--- src/rtl/lsu_handshake.sv ---
// lsu_handshake: multi-cycle RV32 load/store unit.
//
// Accepts one load or store from the core, drives a word-wide data bus and
// returns the formatted result. Store data is replicated across byte lanes
// and given byte strobes. Load data is taken from the addressed lane and
// sign- or zero-extended. Misaligned accesses and illegal funct3 values
// complete without touching the bus. A bus response that never arrives
// ends the access with a bus error after TIMEOUT wait cycles.
//
// Handshakes (all outputs are registered):
//   core in  : an access transfers on a clock edge where in_valid && in_ready.
//              in_ready is high only while the unit is idle.
//   core out : out_valid and the result stay stable until a clock edge where
//              out_valid && out_ready. The unit is then idle on the next cycle.
//   bus req  : mem_req, mem_we, mem_addr, mem_wdata and mem_wstrb stay stable
//              until a clock edge where mem_req && mem_gnt.
//   bus resp : mem_rvalid is looked at only while waiting for a response.
//              At any other time it is ignored.
//
// Ports:
//   clk, rst             clock; synchronous active-high reset
//   in_valid/in_ready    core request handshake
//   in_store, in_funct3  access kind (store flag, RV32 funct3)
//   in_addr, in_wdata    byte address, store source data
//   out_valid/out_ready  result handshake
//   out_data             load result (0 for stores and exceptions)
//   out_misal            misaligned or illegal access, no bus access made
//   out_buserr           no mem_rvalid within TIMEOUT wait cycles
//   mem_req/mem_gnt      bus request handshake
//   mem_we, mem_addr     write flag, word-aligned address
//   mem_wdata, mem_wstrb lane-replicated store data, byte enables
//   mem_rvalid, mem_rdata bus response and read word
module lsu_handshake #(
    parameter int ADDR_W  = 32,
    parameter int TIMEOUT = 16
) (
    input  logic              clk,
    input  logic              rst,
    input  logic              in_valid,
    output logic              in_ready,
    input  logic              in_store,
    input  logic [2:0]        in_funct3,
    input  logic [ADDR_W-1:0] in_addr,
    input  logic [31:0]       in_wdata,
    output logic              out_valid,
    input  logic              out_ready,
    output logic [31:0]       out_data,
    output logic              out_misal,
    output logic              out_buserr,
    output logic              mem_req,
    output logic              mem_we,
    output logic [ADDR_W-1:0] mem_addr,
    output logic [31:0]       mem_wdata,
    output logic [3:0]        mem_wstrb,
    input  logic              mem_gnt,
    input  logic              mem_rvalid,
    input  logic [31:0]       mem_rdata
);

    // The counter only has to reach TIMEOUT-1. TIMEOUT of 0 or 1 still
    // needs a 1-bit counter.
    localparam int CNT_W = (TIMEOUT < 2) ? 1 : $clog2(TIMEOUT);
    localparam logic [CNT_W-1:0] TO_LAST = CNT_W'(TIMEOUT - 1);

    typedef enum logic [1:0] {
        S_IDLE,
        S_REQ,
        S_WAIT,
        S_DONE
    } state_e;

    state_e            state_q, state_d;
    logic              in_ready_q, in_ready_d;
    logic              out_valid_q, out_valid_d;
    logic [31:0]       out_data_q, out_data_d;
    logic              out_misal_q, out_misal_d;
    logic              out_buserr_q, out_buserr_d;
    logic              mem_req_q, mem_req_d;
    logic              mem_we_q, mem_we_d;
    logic [ADDR_W-1:0] mem_addr_q, mem_addr_d;
    logic [31:0]       mem_wdata_q, mem_wdata_d;
    logic [3:0]        mem_wstrb_q, mem_wstrb_d;
    logic              store_q, store_d;
    logic [2:0]        funct3_q, funct3_d;
    logic [1:0]        lane_q, lane_d;
    logic [CNT_W-1:0]  cnt_q, cnt_d;

    // Decoding of the access being offered.
    logic              acc_bad;
    logic [3:0]        st_strb;
    logic [31:0]       st_wdata;

    // Formatting of the returned read word.
    logic [31:0]       rd_shift;
    logic [31:0]       load_val;

    always_comb begin
        acc_bad  = 1'b0;
        st_strb  = 4'b1111;
        st_wdata = in_wdata;
        case (in_funct3)
            3'b000:  acc_bad = 1'b0;
            3'b001:  acc_bad = in_addr[0];
            3'b010:  acc_bad = |in_addr[1:0];
            3'b100:  acc_bad = in_store;               // no unsigned stores
            3'b101:  acc_bad = in_store | in_addr[0];
            default: acc_bad = 1'b1;
        endcase
        case (in_funct3[1:0])
            2'b00: begin
                st_strb  = 4'b0001 << in_addr[1:0];
                st_wdata = {4{in_wdata[7:0]}};
            end
            2'b01: begin
                st_strb  = 4'b0011 << in_addr[1:0];
                st_wdata = {2{in_wdata[15:0]}};
            end
            default: begin
                st_strb  = 4'b1111;
                st_wdata = in_wdata;
            end
        endcase
    end

    always_comb begin
        // Move the addressed lane down to bit 0. Then extend it.
        rd_shift = mem_rdata >> {lane_q, 3'b000};
        case (funct3_q)
            3'b000:  load_val = {{24{rd_shift[7]}}, rd_shift[7:0]};
            3'b001:  load_val = {{16{rd_shift[15]}}, rd_shift[15:0]};
            3'b100:  load_val = {24'h000000, rd_shift[7:0]};
            3'b101:  load_val = {16'h0000, rd_shift[15:0]};
            default: load_val = rd_shift;
        endcase
    end

    always_comb begin
        state_d      = state_q;
        in_ready_d   = in_ready_q;
        out_valid_d  = out_valid_q;
        out_data_d   = out_data_q;
        out_misal_d  = out_misal_q;
        out_buserr_d = out_buserr_q;
        mem_req_d    = mem_req_q;
        mem_we_d     = mem_we_q;
        mem_addr_d   = mem_addr_q;
        mem_wdata_d  = mem_wdata_q;
        mem_wstrb_d  = mem_wstrb_q;
        store_d      = store_q;
        funct3_d     = funct3_q;
        lane_d       = lane_q;
        cnt_d        = cnt_q;

        case (state_q)
            S_IDLE: begin
                if (in_valid && in_ready_q) begin
                    in_ready_d = 1'b0;
                    store_d    = in_store;
                    funct3_d   = in_funct3;
                    lane_d     = in_addr[1:0];
                    if (acc_bad) begin
                        state_d     = S_DONE;
                        out_valid_d = 1'b1;
                        out_misal_d = 1'b1;
                        out_data_d  = 32'h0;
                    end else begin
                        state_d     = S_REQ;
                        mem_req_d   = 1'b1;
                        mem_we_d    = in_store;
                        mem_addr_d  = {in_addr[ADDR_W-1:2], 2'b00};
                        mem_wdata_d = in_store ? st_wdata : 32'h0;
                        mem_wstrb_d = in_store ? st_strb : 4'b0000;
                    end
                end
            end
            S_REQ: begin
                if (mem_gnt) begin
                    state_d   = S_WAIT;
                    mem_req_d = 1'b0;
                    cnt_d     = '0;
                end
            end
            S_WAIT: begin
                cnt_d = cnt_q + 1'b1;
                // A response on the expiry cycle still counts as a normal
                // completion, so rvalid is checked first.
                if (mem_rvalid) begin
                    state_d     = S_DONE;
                    out_valid_d = 1'b1;
                    out_data_d  = store_q ? 32'h0 : load_val;
                end else if ((TIMEOUT != 0) && (cnt_q == TO_LAST)) begin
                    state_d      = S_DONE;
                    out_valid_d  = 1'b1;
                    out_buserr_d = 1'b1;
                    out_data_d   = 32'h0;
                end
            end
            S_DONE: begin
                if (out_ready) begin
                    state_d      = S_IDLE;
                    in_ready_d   = 1'b1;
                    out_valid_d  = 1'b0;
                    out_misal_d  = 1'b0;
                    out_buserr_d = 1'b0;
                    out_data_d   = 32'h0;
                end
            end
            default: begin
                state_d    = S_IDLE;
                in_ready_d = 1'b1;
            end
        endcase
    end

    always_ff @(posedge clk) begin
        if (rst) begin
            state_q      <= S_IDLE;
            in_ready_q   <= 1'b1;
            out_valid_q  <= 1'b0;
            out_data_q   <= 32'h0;
            out_misal_q  <= 1'b0;
            out_buserr_q <= 1'b0;
            mem_req_q    <= 1'b0;
            mem_we_q     <= 1'b0;
            mem_addr_q   <= '0;
            mem_wdata_q  <= 32'h0;
            mem_wstrb_q  <= 4'b0000;
            store_q      <= 1'b0;
            funct3_q     <= 3'b000;
            lane_q       <= 2'b00;
            cnt_q        <= '0;
        end else begin
            state_q      <= state_d;
            in_ready_q   <= in_ready_d;
            out_valid_q  <= out_valid_d;
            out_data_q   <= out_data_d;
            out_misal_q  <= out_misal_d;
            out_buserr_q <= out_buserr_d;
            mem_req_q    <= mem_req_d;
            mem_we_q     <= mem_we_d;
            mem_addr_q   <= mem_addr_d;
            mem_wdata_q  <= mem_wdata_d;
            mem_wstrb_q  <= mem_wstrb_d;
            store_q      <= store_d;
            funct3_q     <= funct3_d;
            lane_q       <= lane_d;
            cnt_q        <= cnt_d;
        end
    end

    assign in_ready   = in_ready_q;
    assign out_valid  = out_valid_q;
    assign out_data   = out_data_q;
    assign out_misal  = out_misal_q;
    assign out_buserr = out_buserr_q;
    assign mem_req    = mem_req_q;
    assign mem_we     = mem_we_q;
    assign mem_addr   = mem_addr_q;
    assign mem_wdata  = mem_wdata_q;
    assign mem_wstrb  = mem_wstrb_q;

endmodule

--- config.mk ---
export PLATFORM = sky130hd
export DESIGN_NAME = lsu_handshake
export DESIGN_NICKNAME = d
export VERILOG_FILES = /design/src/rtl/lsu_handshake.sv
export SDC_FILE = /design/constraint.sdc
export NUM_CORES = 1
export LEC_CHECK = 0
export CAP_MARGIN = 40
export CORE_MARGIN = 5
export CORE_UTILIZATION = 35
export CTS_CLUSTER_SIZE = 24
export DETAILED_ROUTE_END_ITERATION = 7
export DONT_BUFFER_PORTS = 1
export PLACE_DENSITY = 0.54
export SYNTH_ARGS = -nofsm -noshare
export SYNTH_HDL_FRONTEND = slang
export SYNTH_SLANG_ARGS = --single-unit
--- constraint.sdc ---
create_clock -name clk -period 1.75 [get_ports clk]
set_input_delay 0.0875 -clock clk [delete_from_list [all_inputs] [get_ports clk]]
set_output_delay 0.0875 -clock clk [all_outputs]
set_load 0.1 [all_outputs]
==> impl_metrics.yaml, run 1 <==
worst_setup_path:
  max_stage_delay_ns: 0.43
  startpoint_type: "flop"
  cp-end-kind: "flop"
  crit_arrival_ns: 2.13
  r2r-start: "state_q[0]"
  path_class: "reg -> reg"
  cpMaxStageDelayCell: "a2111o_1"
  cp_max_fo: 31
  path_depth: 7
  cp_cell_sequence: "inv_4 > ha_4 > a21boi_4 > a2111o_1 > buf_12 > o211ai_1 > o41ai_2"
  critPathBufInv: 2
  crit_end: "out_data[14]"
  worstSetupStartpoint: "state_q[0]"
  reg2reg_to: "out_data[14]"
  crit_family: "compound AO/OA/AOI/OAI gates"
  reg2reg_slack_ns: -0.08
  cp.required_ns: 2.04
  ff2ff_path_depth: 7
synth:
  synthFlopType: "dfxtp_1"
  avgSynthCellArea_sq_um: 8.63
  netlist_area_sq_um: 5490
  synth.top_cell.area_share_pct: 42.3
  synth_seq_cells: 116
  synthCells: 636
  synth_edf_count: 0
  async_reset_ff_share_pct: 0
  synth-seq-area-share_pct: 42.3
  yosys-top-cells-count: "116 x dfxtp_1, 104 x nand2_1, 57 x a21oi_1"
  synth_cell_types: 55
  yosysTopAreaCell: "dfxtp_1"
  ys_warn_count: 0
  yosys-top-cells-area: "dfxtp_1 42%, nand2_1 7.1%, mux2i_1 6.9%, a22oi_1 6.7%, a21oi_1 5.2%"
  synth_most_common_cell: "dfxtp_1"
sta:
  post-route-period-util_pct: 105
  rsz0062_at_grt: "yes"
  setup_slack_ns: -0.0835
  fmax_mhz: 545
  setup_viol: 13
  holdWs_ns: -0.244
  final_max_slew_viol_count: 0
  period_minus_slack_ns: 1.83
  hold_viol: 95
  finClkSkew_ns: 0.0100
clock_network:
  tritoncts: "yes"
  hold_buffers: 14
  clkSlewWorstSetupHoldPaths_ns: 0.06
  clock_sinks: 116
  htree_levels: 4
  cts_buffers: 17
  clk_latency_ns: 0.42
  clockBufferDepth: 2
  cts_root_buffer: "clkbuf_16"
pwr:
  power_uw: 12700
  p_per_area_nw_per_um2: 1620
  worst_ir_drop_vdd_mv: 0.878
  p_leak_uw: 0.00301
layout:
  antennaDiodeCount: 0
  post_route_cells_drive_above_1_share_pct: 33.4
  area_growth_pct: 42.4
  nNetsFinal: 883
global_route:
  grt_pass1_vias: 5129
  grt_max_degree: 99
  grt_pass1_wl_microns: 27900
  gr-total-overflow: 0
  grtUsageTotal_pct: 19.0
  antenna_found_initial: 0
min_path:
  holdPathStages: 1
  hold_class: "in -> reg"
  hold_start: "rst"
floorplanning:
  die-area_sq_um: 18300
  ios: 212
  die_h_microns: 135
  die_x_microns: 135
  initial_core_util_pct: 35.9
  coreArea_sq_um: 15300
  row_count: 45
drt:
  drtIter0Drc: 330
  avgViaCountPerCell: 5.44
  wl_per_cell_microns: 18.7
  drc: 0
  first_pass_iters: 5
  vias: 5411
  routed_wl_microns: 18600
  ant_nets: 0
placed_design:
  gp_congestion: 0.873
  place_worst_setup_slack_ns: -0.0723
  port_buffers: 0
  dpl.hpwl_microns: 12600
job:
  max_cap_violations: 0
run_status:
  outcome: "finished, violations left"
  violations: "negative hold slack, negative setup slack"
[layout make-up]
cell class,count,area (sq um)
clock buffers,17,425
clock inverters,15,134
fillers,1466,7490
inverters,5,23.8
multi-input cells,462,3140
flip-flops and latches,116,2330
well taps,211,264
repair buffers,169,1500
[placed cells by master, fill, tap and decap left out, types with 3 or more instances in the layout]
cell type,synthesis,final
a211oi_2,0,8
clkinvlp_4,0,3
a21oi_2,1,3
nor2_1,52,52
nor3_1,20,17
a22oi_1,49,40
a22oi_2,0,9
a21oi_1,57,55
mux2i_1,38,38
mux2_2,17,17
nand2_1,104,104
buf_4,2,136
o21ai_0,27,25
dfxtp_4,0,3
buf_12,0,9
inv_6,0,3
clkbuf_16,0,21
buf_6,4,5
nand2b_1,5,5
ha_4,0,3
nand3_1,3,3
a211oi_1,15,7
clkinv_4,0,4
o41ai_2,2,6
o211ai_1,8,8
nand4_1,9,9
clkinv_2,0,4
dlygate4sd3_1,0,14
nor2b_1,6,5
o21ai_1,3,4
nor3_2,0,3
dfxtp_1,116,112
[registers in the layout (all words and copies together), names as in the netlist]
| signal | count |
|---|---|
| mem_wstrb | 4 |
| mem_wdata | 32 |
| out_data | 32 |
| mem_addr | 30 |
| state_q | 2 |
| mem_req | 1 |
| store_q | 1 |
| in_ready | 1 |
| cnt_q | 4 |
| mem_we | 1 |
| lane_q | 2 |
| out_misal | 1 |
| funct3_q | 3 |
| out_valid | 1 |
| out_buserr | 1 |
[where the power goes]
| group | total [uW] | leakage, uW | internal [uW] | switching [uW] |
|---|---|---|---|---|
| logic | 6090 | 0.00179 | 1980 | 4110 |
| clock network | 3290 | 0.000270 | 1960 | 1340 |
| registers | 3300 | 0.000945 | 3040 | 258 |
[logic make-up (layout without fill, tap and decap cells)]
family,after synthesis,in the layout,share of synthesized area [%]
compound gates,187,187,23.4
fa+ha+maj,6,6,1.37
buf+inv,60,206,5.33
flops,116,116,42.3
mux,56,56,10.8
other cells,1,2,0.0683
simple gates,210,211,16.7
[worst reg2reg max path, delay by kind of cell (launching register included)]
kind	cells	cell delay (ns)
DFF	1	0.37
AOI/OAI and AO/OA	4	0.94
adders and majority gates	1	0.15
buffers and inverters	2	0.23
[layer usage]
metal	track usage (%)	wire length, microns	up-vias	part of all wire, %
li1	-	-	2564	-
met1	24.3	7690	2597	41
met2	29.8	8770	222	47
met3	7.50	1820	28	9.8
met4	5.60	306	0	1.6
met5	0	0	-	0
[worst min path at each step]
stage / slack, ns / to
after floorplan: 0.19 / mem_req
after global placement: 0.17 / state_q[0]
after detailed placement: 0.18 / cnt_q[3]
after CTS: -0.27 / cnt_q[3]
after global routing: -0.27 / state_q[0]
final: -0.24 / cnt_q[0]
[stage by stage]
| step | instance area, sq um | std cells | setup TNS [ns] | util [%] |
|---|---|---|---|---|
| after floorplan | 5610 | 637 | -0.200 | - |
| after global placement | 6760 | 936 | 0 | 44.1 |
| after detailed placement | 6760 | 936 | -0.446 | 44.1 |
| after CTS | 7560 | 982 | -0.507 | 49.4 |
| after global routing | 7820 | 995 | -4.60 | 51.1 |
| final | 7820 | 995 | -0.426 | 51.1 |
[timing repair]
item | CTS | global route
pin swaps | 3 | 13
buffers inserted | 0 | 5
gates cloned | 0 | 8
resized for setup | 19 | 20
endpoints found under the setup margin | 26 | 79
hold endpoints to repair | 107 | 95
Note: power is estimated with default switching activity, not from simulation.
==> run 2: changes to the inputs <==
==> constraint.sdc (replaced) <==
create_clock -name clk -period 1.75 [get_ports clk]
set_input_delay 0.2625 -clock clk [delete_from_list [all_inputs] [get_ports clk]]
set_output_delay 0.2625 -clock clk [all_outputs]
set_load 0.1 [all_outputs]
==> run 2 against run 1 <==
  * The run still ends with negative hold slack, negative setup slack left
  * Setup slack improved by 0.060 ns
  * Critical endpoint is now out_data[23]
  * Die area is the same
  * Cell area down 1.0%
  * Final cell count decreased by 1.5%
  * Power up 3.2%
  * Highest routed layer unchanged
  * Clock power increased by 16%
  * Worst hold slack gained 0.19 ns
  * Critical path type unchanged
==> impl_metrics.yaml, run 2 (synthesized netlist as in run 1, its figures left out) <==
run_status:
  outcome: "finished, violations left"
  violations: "negative hold slack, negative setup slack"
worst_setup_path:
  path_class: "reg -> reg"
  startpoint_type: "flop"
  r2r-start: "state_q[0]"
  crit_arrival_ns: 2.10
  reg2reg_slack_ns: -0.02
  cp_max_fo: 6
  cp.required_ns: 2.08
  ff2ff_path_depth: 8
  reg2reg_to: "out_data[23]"
  cp-end-kind: "flop"
job:
  max_cap_violations: 0
floorplanning:
  initial_core_util_pct: 35.9
  die_h_microns: 135
  die-area_sq_um: 18300
  row_count: 45
  ios: 212
  coreArea_sq_um: 15300
  die_x_microns: 135
sta:
  period_minus_slack_ns: 1.77
  finClkSkew_ns: 0.00854
  setup_viol: 5
  setup_slack_ns: -0.0237
  worst_pin_slew_ns: 0.490
  holdWs_ns: -0.0503
  rsz0062_at_grt: "yes"
  post-route-period-util_pct: 101
  fmax_mhz: 564
  relSlewSlack_pct: 67.0
  hold_viol: 94
  final_max_slew_viol_count: 0
min_path:
  hold_start: "rst"
  holdPathEnd: "cnt_q[3]"
  holdPathStages: 1
  hold_class: "in -> reg"
layout:
  n_fill_cell: 1414
  post_route_cells_drive_above_1_share_pct: 32.9
  final_cell_mix: "137 x buf_4, 113 x dfxtp_1, 104 x nand2_1, 57 x a21oi_1, 51 x nor2_1"
  antennaDiodeCount: 0
  final_area_sq_um: 7740
  fin_util_pct: 50.6
  nNetsFinal: 868
  seqCellArea_sq_um: 2330
  area_growth_pct: 41.0
  instances_no_fill: 980
  multi_input_area_sq_um: 3140
  final_common_cell: "buf_4"
clock_network:
  hold_buffers: 1
  cts_root_buffer: "clkbuf_16"
  clk_latency_ns: 0.42
  clockBufferDepth: 2
  cts_buffers: 17
  clkSlewWorstSetupHoldPaths_ns: 0.06
  htree_levels: 4
  clock_sinks: 116
  tritoncts: "yes"
pwr:
  power_uw: 13100
  p_per_area_nw_per_um2: 1690
  p_leak_uw: 0.00297
  worst_ir_drop_vdd_mv: 0.971
drt:
  drtIter0Drc: 339
  first_pass_iters: 5
  avgViaCountPerCell: 5.41
  vias: 5299
  routed_wl_microns: 18500
  drc: 0
  wl_per_cell_microns: 18.9
  ant_nets: 0
global_route:
  gr-total-overflow: 0
  grt_pass1_wl_microns: 27900
  grtUsageTotal_pct: 19.1
  antenna_found_initial: 0
  grt_max_degree: 99
  grt_pass1_vias: 5198
placed_design:
  dpl.hpwl_microns: 13100
  place_area_sq_um: 6760
  port_buffers: 0
  dp.cells: 938
  gp_congestion: 0.861
  place_worst_setup_slack_ns: -0.0834
[run 2: report_power, final]
part | switching, uW | internal (uW)
Combinational | 4080 | 1910
Clock | 1260 | 2560
Sequential | 242 | 3040
[run 2: what timing repair did]
item | in CTS | in global routing
endpoints found under the setup margin | 24 | 42
setup buffers | 2 | 3
hold endpoints to repair | 95 | 94
cloned | 0 | 4
gates resized for setup | 14 | 22
pin swaps | 6 | 1
[run 2: final cells by class]
type,instances,share of cell area (%)
repair buffers,154,17.3
clock buffers,19,5.72
clock inverters,13,2.63
flip-flops and latches,116,30.1
multi-input cells,462,40.5
inverters,5,0.275
well taps,211,3.41
[run 2: metal layers]
layer	GRT usage, %	vias to the layer above	share of wire, %	wire length [microns]
met5	0	-	0	0
met4	6.22	0	1.8	339
met3	7.36	27	9.2	1700
met2	30.9	234	48	8940
met1	23.4	2502	41	7560
li1	-	2536	-	-
[run 2: through the flow]
stage / setup TNS, ns / hold slack [ns]
2_1_floorplan: -0.200 / 0.370
3_3_place_gp: 0 / 0.349
3_5_place_dp: -0.811 / 0.353
4_1_cts: -0.0548 / -0.0891
5_1_grt: -0.708 / -0.0897
6_report: -0.0631 / -0.0503
[run 2: worst max-delay path by stage]
| stage | end | cells past startpoint | startpoint |
|---|---|---|---|
| global route | out_data[13] | 7 | state_q[0] |
| global placement | out_data[11] | 7 | state_q[1] |
| finish | out_data[23] | 8 | state_q[0] |
| floorplan | out_data[10] | 8 | state_q[0] |
| detailed placement | out_data[13] | 6 | state_q[0] |
| CTS | out_data[9] | 7 | state_q[0] |
[run 2: worst max-delay path, cell delays in order (launching register included)]
cell and delay (ns):
dfxtp_4 0.37, inv_4 0.06, ha_4 0.15, nor2b_4 0.14, a2111oi_4 0.31, buf_6 0.20, nand2_8 0.09, clkbuf_16 0.19
a22oi_1 0.19
==> run 3: changes to the inputs <==
==> constraint.sdc (replaced) <==
create_clock -name clk -period 1.75 [get_ports clk]
set_input_delay 0.35 -clock clk [delete_from_list [all_inputs] [get_ports clk]]
set_output_delay 0.35 -clock clk [all_outputs]
set_load 0.1 [all_outputs]
==> run 3 against run 2 <==
  * The run ends with negative setup slack left
  * Global-route usage fell by 0.37 points
  * Sequential cell count did not move
  * Clock skew barely moved
  * Worst hold slack improved by 0.089 ns
  * Setup slack got worse by 0.020 ns
  * Fmax fell by 1.1%
  * Clock-buffer cell count rose by 3
  * Register-to-register slack got worse by 0.02 ns
  * Power fell by 3.7%
  * Largest cell class unchanged
  * Largest power group unchanged
==> impl_metrics.yaml, run 3 (synthesized netlist as in run 1, its figures left out) <==
run_status:
  outcome: "finished, violations left"
  violations: "negative setup slack"
floorplanning:
  ios: 212
  row_count: 45
  die_x_microns: 135
  initial_core_util_pct: 35.9
  die-area_sq_um: 18300
  die_h_microns: 135
  coreArea_sq_um: 15300
global_route:
  grt_max_degree: 94
  grt_pass1_wl_microns: 27400
  grt-busiest-layer: "met2"
  antenna_found_initial: 0
  gr-total-overflow: 0
  grtUsageMet3_pct: 8.02
  use_met2_pct: 29.1
  grtUsageTotal_pct: 18.7
  grt_use_met1_pct: 23.3
  grt_pass1_vias: 5136
worst_setup_path:
  reg2reg_to: "out_data[10]"
  cp-end-kind: "flop"
  crit_arrival_ns: 2.11
  path_class: "reg -> reg"
  r2r-start: "state_q[0]"
  startpoint_type: "flop"
  reg2reg_slack_ns: -0.04
  ff2ff_path_depth: 8
  cp_max_fo: 5
  cp.required_ns: 2.07
sta:
  setup_viol: 16
  fmax_mhz: 557
  post-route-period-util_pct: 103
  setup_slack_ns: -0.0439
  hold_viol: 0
  finClkSkew_ns: 0.00862
  rsz0062_at_grt: "yes"
  period_minus_slack_ns: 1.79
  holdWs_ns: 0.0388
  final_max_slew_viol_count: 0
min_path:
  hold_class: "in -> reg"
  hold_start: "rst"
  holdPathEnd: "out_misal"
  holdPathStages: 1
drt:
  routed_wl_microns: 17900
  ant_nets: 0
  drc: 0
  vias: 5228
  avgViaCountPerCell: 5.35
  first_pass_iters: 5
  wl_per_cell_microns: 18.3
  drtIter0Drc: 359
layout:
  antennaDiodeCount: 0
  area_growth_pct: 39.1
  final_cell_mix: "136 x buf_4, 113 x dfxtp_1, 104 x nand2_1, 57 x a21oi_1, 52 x nor2_1"
  post_route_cells_drive_above_1_share_pct: 32.9
  instances_no_fill: 977
  final_common_cell: "buf_4"
  nNetsFinal: 866
placed_design:
  dpl.hpwl_microns: 12800
  place_worst_setup_slack_ns: -0.0758
  gp_congestion: 0.874
  port_buffers: 0
  dp.cells: 937
clock_network:
  tritoncts: "yes"
  cts_root_buffer: "clkbuf_16"
  clkSlewWorstSetupHoldPaths_ns: 0.06
  clock_sinks: 116
  clk_latency_ns: 0.41
  clockBufferDepth: 2
  cts_buffers: 17
  htree_levels: 4
pwr:
  p_leak_uw: 0.00294
  worst_ir_drop_vdd_mv: 1.01
  p_per_area_nw_per_um2: 1650
job:
  max_cap_violations: 0
run 3: cell types whose count changed in the layout (fill, tap and decap cells not counted), sizes merged:
cell / before / now
bufinv: 5 / 1
clkinv: 5 / 8
inv: 6 / 4
clkbuf: 22 / 23
clkinvlp: 2 / 1
run 3: layout make-up:
| class | instances | area, sq um |
|---|---|---|
| clock buffer | 22 | 495 |
| fill | 1444 | 7670 |
| sequential | 116 | 2330 |
| clock inverter | 9 | 76.3 |
| timing repair buffer | 152 | 1310 |
| tap | 211 | 264 |
| inverter | 5 | 23.8 |
| multi-input combinational | 462 | 3140 |
run 3: what timing repair did:
item                       4_1_cts  5_1_grt
setup endpoints to repair       24       40
pin swaps                        3        3
resized for setup               16       26
gates cloned                     2        1
buffers inserted                 1        4
hold buffers                     1        0
hold endpoints to repair         6        0
run 3: critical path, cell delays in order (launching register included):
cell and delay [ns]:
dfxtp_4 0.37, inv_4 0.05, ha_4 0.15, nor2b_4 0.14, a2111oi_4 0.32, buf_6 0.19
nand2_4 0.11, buf_6 0.18, o41ai_2 0.19
run 3: per-layer routing:
metal	routed length, microns	vias up
li1	-	2531
met1	7370	2472
met2	8430	197
met3	1700	28
met4	395	0
met5	0	-
run 3: worst max path at each step:
stage / startpoint / to / slack [ns] / cells past startpoint
6_report: state_q[0] / out_data[10] / -0.04 / 8
5_1_grt: state_q[0] / out_data[23] / -0.13 / 8
4_1_cts: state_q[0] / out_data[14] / -0.03 / 7
3_5_place_dp: state_q[0] / out_data[14] / -0.08 / 6
3_3_place_gp: state_q[1] / out_data[11] / 0.008 / 7
2_1_floorplan: state_q[0] / out_data[10] / -0.03 / 8
run 3: metrics by stage:
stage | instance area [sq um] | TNS [ns] | power, uW | utilization, %
6_report | 7640 | -0.257 | 12600 | 49.9
5_1_grt | 7640 | -2.45 | 13200 | 49.9
4_1_cts | 7440 | -0.151 | 12300 | 48.6
3_5_place_dp | 6760 | -0.598 | 8690 | 44.1
3_3_place_gp | 6760 | 0 | 8580 | 44.1
2_1_floorplan | 5610 | -0.200 | 7550 | -
run 3: report_power, final:
group | total (uW) | switching, uW | internal (uW)
Sequential | 3240 | 203 | 3040
Combinational | 6040 | 4120 | 1920
Clock | 3320 | 1190 | 2120
